===== src/rtl/ama_riscv_mmio_ctrl_if.sv =====
// Data-side MMIO bus between the core (master) and the MMIO responder (slave).
// Same shape as the dmem port: strobe, byte enables, word offset, registered read data.
interface ama_riscv_mmio_ctrl_if #(
   parameter int ADDR_W = 4
);
   logic              en;
   logic [3:0]        we;
   logic [ADDR_W-1:0] addr;
   logic [31:0]       din;
   logic [31:0]       dout;

   modport master (output en, output we, output addr, output din, input  dout);
   modport slave  (input  en, input  we, input  addr, input  din, output dout);
endinterface


===== src/rtl/ama_riscv_mmio_ctrl.sv =====
// MMIO responder: tohost register, 64-bit cycle/instret counters with HI snapshot,
// and a RUN/HALT machine that stops counting once software writes tohost[0]=1.
module ama_riscv_mmio_ctrl #(
   parameter int          ADDR_W     = 4,
   parameter int          CNT_W      = 64,
   parameter logic [31:0] TOHOST_RST = 32'h0
) (
   input  logic                       clk,
   input  logic                       rst_n,
   ama_riscv_mmio_ctrl_if.slave       bus,
   input  logic                       inst_wb_nop_or_clear,
   output logic [31:0]                tohost,
   output logic                       halted,
   output logic                       mmio_reset_cnt
);

   typedef enum logic {RUN, HALT} state_t;

   localparam logic [ADDR_W-1:0] A_TOHOST   = ADDR_W'(0);
   localparam logic [ADDR_W-1:0] A_CNT_CTRL = ADDR_W'(1);
   localparam logic [ADDR_W-1:0] A_CYC_LO   = ADDR_W'(2);
   localparam logic [ADDR_W-1:0] A_CYC_HI   = ADDR_W'(3);
   localparam logic [ADDR_W-1:0] A_INS_LO   = ADDR_W'(4);
   localparam logic [ADDR_W-1:0] A_INS_HI   = ADDR_W'(5);

   function automatic logic [31:0] lane_merge(logic [31:0] old, logic [3:0] be, logic [31:0] d);
      logic [31:0] r;
      r = old;
      for (int i = 0; i < 4; i++)
         if (be[i]) r[8*i +: 8] = d[8*i +: 8];
      return r;
   endfunction

   // Increment first, then overlay any written half, so the unwritten half keeps the carry.
   function automatic logic [63:0] cnt_update(logic [63:0] cur, logic inc, logic wr_lo,
                                              logic wr_hi, logic [3:0] be, logic [31:0] d);
      logic [63:0] v;
      v = cur + 64'(inc);
      if (wr_lo) v[31:0]  = lane_merge(v[31:0], be, d);
      if (wr_hi) v[63:32] = lane_merge(v[63:32], be, d);
      return v;
   endfunction

   state_t            state_q, state_d;
   logic [CNT_W-1:0]  cyc_q, cyc_d, ins_q, ins_d;
   logic [31:0]       cyc_shadow_q, ins_shadow_q;
   logic              freeze_q;
   logic [31:0]       tohost_d, dout_q, rd_data;
   logic [63:0]       cyc_ext, ins_ext;
   logic              rd, wr, count_en, clear, ctrl_wr;

   assign bus.dout = dout_q;
   assign halted   = (state_q == HALT);

   // NOTE: every always_comb output gets a default first so no path can infer a latch.
   always_comb begin
      cyc_ext  = 64'(cyc_q);
      ins_ext  = 64'(ins_q);
      rd       = bus.en && (bus.we == 4'b0000);
      wr       = bus.en && (bus.we != 4'b0000) && (state_q == RUN);
      count_en = (state_q == RUN) && !freeze_q;
      ctrl_wr  = wr && (bus.addr == A_CNT_CTRL) && bus.we[0];
      clear    = ctrl_wr && bus.din[0];

      cyc_d = CNT_W'(cnt_update(cyc_ext, count_en, wr && (bus.addr == A_CYC_LO),
                                wr && (bus.addr == A_CYC_HI), bus.we, bus.din));
      ins_d = CNT_W'(cnt_update(ins_ext, count_en && !inst_wb_nop_or_clear,
                                wr && (bus.addr == A_INS_LO),
                                wr && (bus.addr == A_INS_HI), bus.we, bus.din));
      if (clear) begin
         cyc_d = '0;
         ins_d = '0;
      end

      tohost_d = tohost;
      if (wr && (bus.addr == A_TOHOST)) tohost_d = lane_merge(tohost, bus.we, bus.din);

      state_d = state_q;
      if ((state_q == RUN) && tohost_d[0]) state_d = HALT;

      rd_data = 32'h0;
      case (bus.addr)
         A_TOHOST:   rd_data = tohost;
         A_CNT_CTRL: rd_data = {30'h0, freeze_q, 1'b0};
         A_CYC_LO:   rd_data = cyc_ext[31:0];
         A_CYC_HI:   rd_data = cyc_shadow_q;
         A_INS_LO:   rd_data = ins_ext[31:0];
         A_INS_HI:   rd_data = ins_shadow_q;
         default:    rd_data = 32'h0;
      endcase
   end

   // NOTE: sequential state uses non-blocking assignments only, so every register samples pre-edge values.
   always_ff @(posedge clk or negedge rst_n) begin
      if (!rst_n) state_q <= RUN;
      else        state_q <= state_d;
   end

   always_ff @(posedge clk or negedge rst_n) begin
      if (!rst_n) begin
         cyc_q          <= '0;
         ins_q          <= '0;
         cyc_shadow_q   <= 32'h0;
         ins_shadow_q   <= 32'h0;
         freeze_q       <= 1'b0;
         tohost         <= TOHOST_RST;
         dout_q         <= 32'h0;
         mmio_reset_cnt <= 1'b0;
      end else begin
         cyc_q          <= cyc_d;
         ins_q          <= ins_d;
         tohost         <= tohost_d;
         mmio_reset_cnt <= clear;
         if (ctrl_wr) freeze_q <= bus.din[1];
         if (rd) begin
            dout_q <= rd_data;
            // LO reads snapshot the pre-increment HI half for a coherent 64-bit pair.
            if (bus.addr == A_CYC_LO) cyc_shadow_q <= cyc_ext[63:32];
            if (bus.addr == A_INS_LO) ins_shadow_q <= ins_ext[63:32];
         end
      end
   end

endmodule


===== src/flat_wrapper.sv =====
// flat-port wrapper written by rule: the top's interface ports become plain ports
module ama_riscv_mmio_ctrl_flat 
#(
   parameter int          ADDR_W     = 4,
   parameter int          CNT_W      = 64,
   parameter logic [31:0] TOHOST_RST = 32'h0
)
  (clk, rst_n, inst_wb_nop_or_clear, tohost, halted, mmio_reset_cnt, bus_en, bus_we, bus_addr, bus_din, bus_dout);
  ama_riscv_mmio_ctrl_if #(.ADDR_W(ADDR_W)) bus_i ();
  input  logic clk;
  input  logic rst_n;
  input  logic inst_wb_nop_or_clear;
  output logic [31:0] tohost;
  output logic halted;
  output logic mmio_reset_cnt;
  input wire logic [$bits(bus_i.en)-1:0] bus_en;
  input wire logic [$bits(bus_i.we)-1:0] bus_we;
  input wire logic [$bits(bus_i.addr)-1:0] bus_addr;
  input wire logic [$bits(bus_i.din)-1:0] bus_din;
  output wire logic [$bits(bus_i.dout)-1:0] bus_dout;
  assign bus_i.en = bus_en;
  assign bus_i.we = bus_we;
  assign bus_i.addr = bus_addr;
  assign bus_i.din = bus_din;
  assign bus_dout = bus_i.dout;
  ama_riscv_mmio_ctrl #(.ADDR_W(ADDR_W), .CNT_W(CNT_W), .TOHOST_RST(TOHOST_RST)) u_core (.clk(clk), .rst_n(rst_n), .bus(bus_i), .inst_wb_nop_or_clear(inst_wb_nop_or_clear), .tohost(tohost), .halted(halted), .mmio_reset_cnt(mmio_reset_cnt));
endmodule

===== config.mk =====
export PLATFORM = sky130hd
export DESIGN_NAME = ama_riscv_mmio_ctrl_flat
export DESIGN_NICKNAME = d
export VERILOG_FILES = /design/src/rtl/ama_riscv_mmio_ctrl_if.sv /design/src/rtl/ama_riscv_mmio_ctrl.sv /design/src/flat_wrapper.sv
export SDC_FILE = /design/constraint.sdc
export NUM_CORES = 1
export LEC_CHECK = 0
export ABC_AREA = 1
export CAP_MARGIN = 5
export CORE_MARGIN = 4
export CORE_UTILIZATION = 39
export DETAILED_ROUTE_END_ITERATION = 10
export PLACE_DENSITY = 0.61
export SYNTH_ARGS = -nofsm -noshare
export SYNTH_HDL_FRONTEND = slang
export SYNTH_SLANG_ARGS = --single-unit

===== constraint.sdc =====
create_clock -name clk -period 2.2 [get_ports clk]
set_input_delay 0.66 -clock clk [delete_from_list [all_inputs] [get_ports clk]]
set_output_delay 0.66 -clock clk [all_outputs]
set_load 0.03 [all_outputs]

## Yosys cells after proc, flatten, opt, wreduce, memory -nomap -nowiden

Index checks and enable logic that the tools add are counted.

- Register bits after elaboration: 259
- Bits of input ports: 44
- Word-level logic and storage cells: 71

- $add $sub $neg: 2
- Eq/ne operators: 5
- Multiplexer cells: 25
- Bitwise operators: 1
- Reduce and logical (&&, ||, !) cells: 25

Operator list:

| kind | count |
|---|---|
| $pmux W32 S6 | 1 |
| $add A64 B1 Y64 | 2 |
| $mux W32 | 4 |
| $mux W64 | 2 |
| $mux W8 | 16 |
| $logic_and A1 B1 Y1 | 14 |
| $reduce_and A2 Y1 | 6 |
| $eq A4 B2 Y1 const B | 2 |
| $eq A4 B3 Y1 const B | 2 |
| $logic_not A4 Y1 | 2 |
| $eq A4 B1 Y1 const B | 1 |
| $reduce_bool A4 Y1 | 1 |
| $logic_not A1 Y1 | 2 |
| $mux W1 | 2 |
| $not A1 Y1 | 1 |

## Logic depth before layout (Yosys ltp)

Gate-level depths: netlist (run 1).

- Depth in word-level cells: 7
- Depth in mapped cells: 12
- Mapped depth without buffers: 12

## Least setup slack after synthesis (run 1)

OpenSTA, ideal clock, no wires.

- Kind: reg-to-reg
- Start: register u_core.state_q, in the netlist u_core.halted
- End: register u_core.cyc_q[52], in the netlist u_core.cyc_ext[52]
- Setup time: 0.113 ns
- Arrival: 1.992 ns
- Required time: 2.087 ns
- Path slack: 0.096 ns
- Cell stages (with the launch flop): 13
- Path through: dfrtp_1 -> nor2_1 -> ha_1 -> ha_1 -> nand3_1 -> nor2_2 -> nand3_1 -> nor2_1 -> nand3_1 -> nand2_1 -> nand3_1 -> nand2_1 -> inv_1

- Longest elaborated chain between the ends: 6

Ends and longest elaborated chain:

| element | line | RTL |
|---|---|---|
| from (decl) | ama_riscv_mmio_ctrl.sv:44 | `state_t state_q, state_d;` |
| from (signal assigned) | ama_riscv_mmio_ctrl.sv:96 | `else state_q <= state_d;` |
| $not A1 Y1 * | ama_riscv_mmio_ctrl.sv:60, ama_riscv_mmio_ctrl.sv:61 |  |
| $logic_and A1 B1 Y1, on equally long branches | ama_riscv_mmio_ctrl.sv:61, ama_riscv_mmio_ctrl.sv:60 |  |
| $add A64 B1 Y64 or $logic_and A1 B1 Y1 (tied branches) | ama_riscv_mmio_ctrl.sv:38, ama_riscv_mmio_ctrl.sv:62 |  |
| $mux W8 or $logic_and A1 B1 Y1 (tied branches) | ama_riscv_mmio_ctrl.sv:30, ama_riscv_mmio_ctrl.sv:62 |  |
| $mux W32 or $logic_and A1 B1 Y1 (tied branches) | ama_riscv_mmio_ctrl.sv:40, ama_riscv_mmio_ctrl.sv:63 |  |
| $mux W64 * | ama_riscv_mmio_ctrl.sv:70 | `if (clear) begin` |
| via u_core.cyc_d[52] | ama_riscv_mmio_ctrl.sv:45 | `logic [CNT_W-1:0] cyc_q, cyc_d, ins_q, ins_d;` |
| to (signal assigned) | ama_riscv_mmio_ctrl.sv:110 | `cyc_q <= cyc_d;` |
| to (decl) | ama_riscv_mmio_ctrl.sv:45 |  |

The timed path passes the listed nets; every way through them passes the cells marked *.
A chain may end at the register's enable or synchronous reset.

## Worst setup path after layout (run 1)

- Start: register u_core.state_q, in the netlist u_core.halted
- End: output halted

RTL lines:

| element | line | RTL |
|---|---|---|
| to (decl) | flat_wrapper.sv:14 | `output logic halted;` |

No word-level cell between the ends.

==> key figures, run 1 <==
Outcome
  – Status: finished, final reports clean

Synthesis
  – Post-Synth Adder-Cell Area: 0.329%
  – Synth Net Count: 2244
  – Post-synthesis register bit count: 259
  – Main flop type after synthesis: dfrtp_1
  – Complex-gate fraction of the synthesized area: 14.2%
  – Top post-synthesis cells by area: dfrtp_1 (43%), nand2_1 (17%), o21ai_0 (8.4%)
  – Post-synthesis cell area: 0.0152 mm2
  – Simple-Gate Fraction of Synth Area: 31.5%
  – Synth Instances: 2196
  – XOR/XNOR Fraction of Synth Area: 3.23%
  – Yosys top cell area share: 42.7%
  – Largest area contributor in the netlist: dfrtp_1
  – Post-synth EDFFs: 0
  – Sequential share of the synthesized area: 42.7%
  – Mux cell area share after synthesis: 1.11%
  – Avg Cell Area, Syn: 6.92 um2
  – Commonest cells post-synth: nand2_1 (697), nor2_1 (286), dfrtp_1 (259)
  – FFs w/ async S/R, synth: 100%
  – Yosys Warn Count: 0
  – Synth unique cells: 37
  – Combinational family with the most area after synthesis: simple AND/OR/NAND/NOR gates
  – Count leader, synth: nand2_1

Placement
  – IO Port Bufs: 109
  – Gpl congestion: 0.995
  – Pre-CTS setup slack: -0.588 ns
  – DP Area: 0.0184 mm2
  – Post-DP HPWL: 52000 um

Critical path
  – Crit Path Category: flop to primary output
  – CP startpoint kind: flop
  – Critical Path Sink Type: primary output
  – R2r startpoint: u_core.halted
  – Critical Path, Cell by Cell: buf_4 -> clkdlybuf4s15_1
  – Critical Path AT: 1.54 ns
  – Critical path's largest stage delay: 0.43 ns
  – Critical path origin: u_core.halted
  – Crit path required time: 1.54 ns
  – Worst Path Max Fanout: 4
  – Slowest CP cell: dfrtp_1

Finish
  – N_diodes: 0
  – Fillers: 3962
  – Share of post-route cells with drive strength above 1: 13.5%
  – Area delta synth->final: 29.1%
  – Fin nets: 2531
  – Final instance area: 0.0196 mm2

Floorplan
  – Die width: 205 um
  – Initial Util: 39.4%
  – Die Area: 0.0422 mm2
  – Die Span Y: 205 um
  – Core Rows: 72
  – IO Pins: 110
  – Core area: 0.0386 mm2

Min path
  – Min-delay src: u_core.bus.dout[15]
  – Hold Path Class: flop to flop

Timing
  – Fin crit period: 2.20 ns
  – F_max: 455 MHz
  – Final setup fails: 0
  – Part of the cycle the worst path needs: 99.8%
  – Slew @ Worst Pin: 0.526 ns
  – Worst slew margin: 64.8%
  – Hold Vio Cnt, Final: 0
  – Fin worst setup slack: 0.00348 ns
  – Count of pins over their slew limit: 0
  – Final setup skew: 0.0277 ns

Route
  – First DRT Iteration DRCs: 1357
  – Vias/cell: 5.34
  – Routed wire length per instance: 21.5 um
  – Vias: 16100
  – Routed wire length: 64900 um
  – DR pass1 iterations: 5
  – Remaining antenna violation count after routing: 0
  – Residual DRC count: 0

Clocking
  – Worst-skew pair later-pin latency: 0.58 ns
  – Clk slew on worst S/H paths: 0.06 ns
  – CTS Root Cell: clkbuf_16
  – Clk sinks: 259
  – Clock tree buffer depth: 3
  – CTS tree: done
  – H-tree Lvls: 1
  – TritonCTS buffer count: 31

GRT
  – Largest net degree at the start of global routing: 74
  – First-pass GRT wire length: 97100 um
  – Overflow after GRT: 0
  – Vias in the first global route: 16100
  – All-Layer GR Usage: 30.4%
  – Initial antenna violation count: 4

Pwr
  – Peak VDD IR: 0.430 mV
  – Leak Pwr: 10.2 nW
  – PD cells: 583 mW/mm2

Job
  – # Max-Cap Violations: 0
## final cells by class
type                            instances  area [um2]  share of cell area (%)
Multi-Input combinational cell       1660        7820                    39.9
Sequential cell                       259        6480                    33.0
Clock buffer                           46         902                    4.60
Inverter                              214         803                    4.10
Timing Repair Buffer                  317        2820                    14.4
Clock inverter                          7         138                   0.702
Tap cell                              518         648                    3.30
## path summary, 6_finish.rpt
| check | end | slack (ns) | depth (start not counted) |
|---|---|---|---|
| setup / recovery | halted | 0.003 | 2 |
| hold / removal | u_core.bus.dout[15] | 0.48 | 2 |
| setup reg to reg | u_core.cyc_ext[18] | 0.09 | 12 |
| hold reg to reg | u_core.bus.dout[15] | 0.48 | 2 |
| max in group asynchronous | u_core.ins_ext[53] | 0.86 | 3 |
| min in group asynchronous | u_core.bus.dout[15] | 0.57 | 2 |
## power breakdown
part	total (mW)	internal [mW]	switching, mW
Combinational	1.02	0.330	0.691
Sequential	5.04	4.92	0.120
Clock	5.37	3.26	2.11
Total	11.4	8.51	2.92
## per-stage QoR
step                      utilization (%)  hold WS, ns  setup TNS, ns  total power [mW]  std cells
after floorplan                         -        0.364              0              5.56       2196
after global placement               47.8        0.463         -63.75              6.16       2963
after detailed placement             47.8        0.465         -65.75              6.17       2963
after CTS                            50.4        0.477              0              11.5       3017
after global routing                 50.9        0.504         -0.249              11.8       3021
final                                50.9        0.477              0              11.4       3021
## cells by family after synthesis
family / count (synthesis)
AOI/OAI and AO/OA: 416
xor gates and xnor gates: 56
adders and majority gates: 4
buffers and inverters: 277
DFF: 259
muxes: 15
and+or+nand+nor: 1169
## registers in the layout (all words and copies together), names as in the netlist, 32 cells and up
name / flops
u_core.ins_ext: 64
u_core.bus.dout: 32
u_core.ins_shadow_q: 32
u_core.cyc_ext: 64
u_core.cyc_shadow_q: 32
u_core.tohost: 32
## critical path: cells and delay by family, from the launching register on
kind | cells | cell delay, ns
buf+inv | 2 | 0.53
flops | 1 | 0.43
## layout by cell type (no fill, tap or decap), types with 3 or more instances in the layout
cell	n
nor2_4	17
bufinv_16	4
or2_0	3
inv_2	9
clkbuf_8	7
inv_1	205
o22ai_1	12
clkbuf_1	8
clkdlybuf4s50_1	42
nor2_1	278
nand2_1	688
o21ai_0	247
a21oi_1	110
buf_4	188
nand4_1	30
nor2_2	18
mux2_2	13
o21ai_1	22
dlygate4sd2_1	65
nand3_1	106
nand2_2	12
clkbuf_16	31
dfrtp_1	259
o211ai_1	14
buf_12	19
nand3_2	4
nand2_4	4
xor2_1	55
## layer usage
metal  vias to the layer above  wire [um]  global-route usage [%]
met4                         4       2220                    9.78
met3                       114       4030                    4.13
met2                       606      31100                    51.6
li1                       7622          -                       -
met1                      7779      27500                    40.4
met5                         -         34                       0
## repair_timing
item | in CTS | in global routing
hold buffers | 1 | 0
hold endpoints to repair | 34 | 0
pin swaps | 0 | 9
endpoints found under the setup margin | 68 | 57
gates resized for setup | 69 | 48
buffers inserted | 0 | 4
Note: power is estimated with default switching activity, not from simulation.
==> inputs of run 2 (changes only) <==
--- a/config.mk
+++ b/config.mk
@@ -7,8 +7,9 @@
 export LEC_CHECK = 0
 export ABC_AREA = 1
 export CAP_MARGIN = 5
-export CORE_MARGIN = 4
+export CORE_MARGIN = 3
 export CORE_UTILIZATION = 39
+export CTS_CLUSTER_SIZE = 10
 export DETAILED_ROUTE_END_ITERATION = 10
 export PLACE_DENSITY = 0.61
 export SYNTH_ARGS = -nofsm -noshare
==> run 2 against run 1 <==
First-iteration DRC count up 2.4%. Cell count is 0.56% lower. Sequential cell count unchanged. Clock skew decreased by 0.014 ns. Sequential power barely moved. Combinational power is essentially flat. Routed wire length increased by 1.5%. Die area shrank 1.9%. Via count about the same. Global-route usage up 1.3 points. Critical endpoint unchanged. Largest power group unchanged.
==> key figures, run 2 (synthesis gave the netlist of run 1 again) <==
Clocking
  – TritonCTS buffer count: 34 (+9.7%)
  – H-tree Lvls: 2 (+1)
  – CTS Root Cell: clkbuf_16
  – Clk slew on worst S/H paths: 0.05 ns (about the same)
  – Clk sinks: 259 (unchanged)
  – Clock tree buffer depth: 3 (unchanged)
  – Worst-skew pair later-pin latency: 0.55 ns (-0.03 ns)
  – CTS tree: done

Timing
  – Fin crit period: 2.17 ns (-0.0234 ns)
  – F_max: 460 MHz (+1.1%)
  – Slew @ Worst Pin: 0.540 ns (+0.0145 ns)
  – Count of pins over their slew limit: 0 (unchanged)
  – Final setup fails: 0 (unchanged)
  – Part of the cycle the worst path needs: 98.8% (-1.1 points)
  – Hold Vio Cnt, Final: 0 (unchanged)
  – Final setup skew: 0.0141 ns (-0.0136 ns)
  – RSZ-0062 raised after global routing: yes
  – Worst slew margin: 63.6% (-1.2 points)

GRT
  – Overflow after GRT: 0 (unchanged)
  – Largest net degree at the start of global routing: 69 (-6.8%)
  – All-Layer GR Usage: 31.7% (+1.3 points)
  – Initial antenna violation count: 6 (+2)
  – Vias in the first global route: 15800 (-1.8%)
  – First-pass GRT wire length: 98000 um (+0.95%)

Outcome
  – Status: finished, final reports clean

Pwr
  – PD cells: 599 mW/mm2 (+2.7%)
  – Total power: 11.8 mW (+3.2%)
  – Leak Pwr: 10.2 nW (+0.37%)
  – Peak VDD IR: 0.476 mV (+11%)

Critical path
  – Critical Path AT: 1.51 ns (-0.03 ns)
  – Crit path required time: 1.54 ns (about the same)
  – Critical Path, Cell by Cell: buf_6 -> dlygate4sd2_1
  – Crit path buf inv count: 2 (unchanged)
  – Crit-path leading delay family: buffers and inverters
  – Crit Path Category: flop to primary output
  – Critical path's largest stage delay: 0.41 ns (-0.02 ns)
  – Worst Path Max Fanout: 4 (unchanged)
  – Slowest CP cell: dlygate4sd2_1
  – CP startpoint kind: flop
  – Critical Path Sink Type: primary output

Finish
  – Final Non-Filler Cells: 3004 (-0.56%)
  – Final instance area: 0.0197 mm2 (+0.47%)
  – Share of post-route cells with drive strength above 1: 13.7% (+0.13 points)
  – Commonest cells after routing, fill and taps aside: nand2_1 (684), nor2_1 (278), dfrtp_1 (259)
  – N_diodes: 0 (unchanged)
  – Most common cell after layout, fill and taps aside: nand2_1
  – Fin nets: 2526 (-0.20%)
  – Area delta synth->final: 29.7%

Floorplan
  – Core Rows: 71 (-1.4%)
  – Initial Util: 40.0% (+0.56 points)
  – Core area: 0.0380 mm2 (-1.4%)
  – Die Span Y: 203 um (-0.97%)
  – Die width: 203 um (-0.97%)
  – IO Pins: 110 (unchanged)
  – Die Area: 0.0414 mm2 (-1.9%)

Route
  – First DRT Iteration DRCs: 1389 (+2.4%)
  – Vias/cell: 5.37 (+0.52%)
  – Vias: 16100 (-0.043%)
  – Residual DRC count: 0 (unchanged)
  – Routed wire length: 65800 um (+1.5%)
  – Remaining antenna violation count after routing: 0 (unchanged)
  – DR pass1 iterations: 5 (unchanged)
  – Routed wire length per instance: 21.9 um (+2.0%)

Job
  – # Max-Cap Violations: 0 (unchanged)

Placement
  – DP Area: 0.0184 mm2 (-0.21%)
  – Placed Cells: 2947 (-0.54%)
  – IO Port Bufs: 109 (unchanged)
  – Gpl congestion: 0.986 (-0.83%)
  – Post-DP HPWL: 52100 um (+0.14%)

Min path
  – Hold Path Class: flop to flop
## run 2: worst min-delay path: stages, from the launching register on
cell and delay (ns):
dfrtp_1 0.34, nand2_1 0.05, nand2_1 0.05
## run 2: report_power, final
group	switching, mW	internal (mW)	total (mW)	leakage [nW]
combinational	0.699	0.336	1.03	6.64
clock	2.23	3.49	5.72	0.541
sequential	0.120	4.92	5.04	3.06
## run 2: layer usage
| layer | GRT usage, % | routed length [um] | vias to the layer above |
|---|---|---|---|
| met3 | 6.07 | 4410 | 133 |
| met5 | 0 | 0 | - |
| met2 | 51.7 | 30800 | 578 |
| met1 | 42.4 | 28100 | 7786 |
| li1 | - | - | 7621 |
| met4 | 10.8 | 2560 | 0 |
## run 2: area by class of cell
type,instances,area (um2)
inverters,214,803
well taps,511,639
clock buffers,46,1000
flip-flops and latches,259,6480
repair buffers,309,2820
clock inverters,5,100
multi-input cells,1660,7870
fillers,3937,18300
## run 2: path summary, 6_finish.rpt
| check | cells after the start | end | from | slack [ns] |
|---|---|---|---|---|
| setup / recovery | 2 | halted | u_core.halted | 0.03 |
| max in group asynchronous | 3 | u_core.ins_shadow_q[26] | rst_n | 0.87 |
| setup reg to reg | 13 | u_core.ins_ext[63] | u_core.halted | 0.05 |
| hold / removal | 2 | u_core.bus.dout[14] | u_core.bus.dout[14] | 0.47 |
| hold reg to reg | 2 | u_core.bus.dout[14] | u_core.bus.dout[14] | 0.47 |
| min in group asynchronous | 2 | u_core.bus.dout[16] | rst_n | 0.61 |
## run 2: what timing repair did
action	4_1_cts	5_1_grt
hold buffers	1	0
setup endpoints to repair	82	53
setup buffers	2	3
pin swaps	2	20
hold endpoints to repair	15	0
gates resized for setup	81	50
## run 2: stage by stage
step | setup slack (ns) | hold slack, ns | util, % | TNS (ns)
detailed placement | -0.590 | 0.469 | 48.4 | -69.33
CTS | 0.0166 | 0.480 | 51.3 | 0
global placement | -0.570 | 0.462 | 48.4 | -64.19
finish | 0.0269 | 0.472 | 51.8 | 0
floorplan | 0.0957 | 0.364 | - | 0
global route | -0.0607 | 0.503 | 51.8 | -0.414
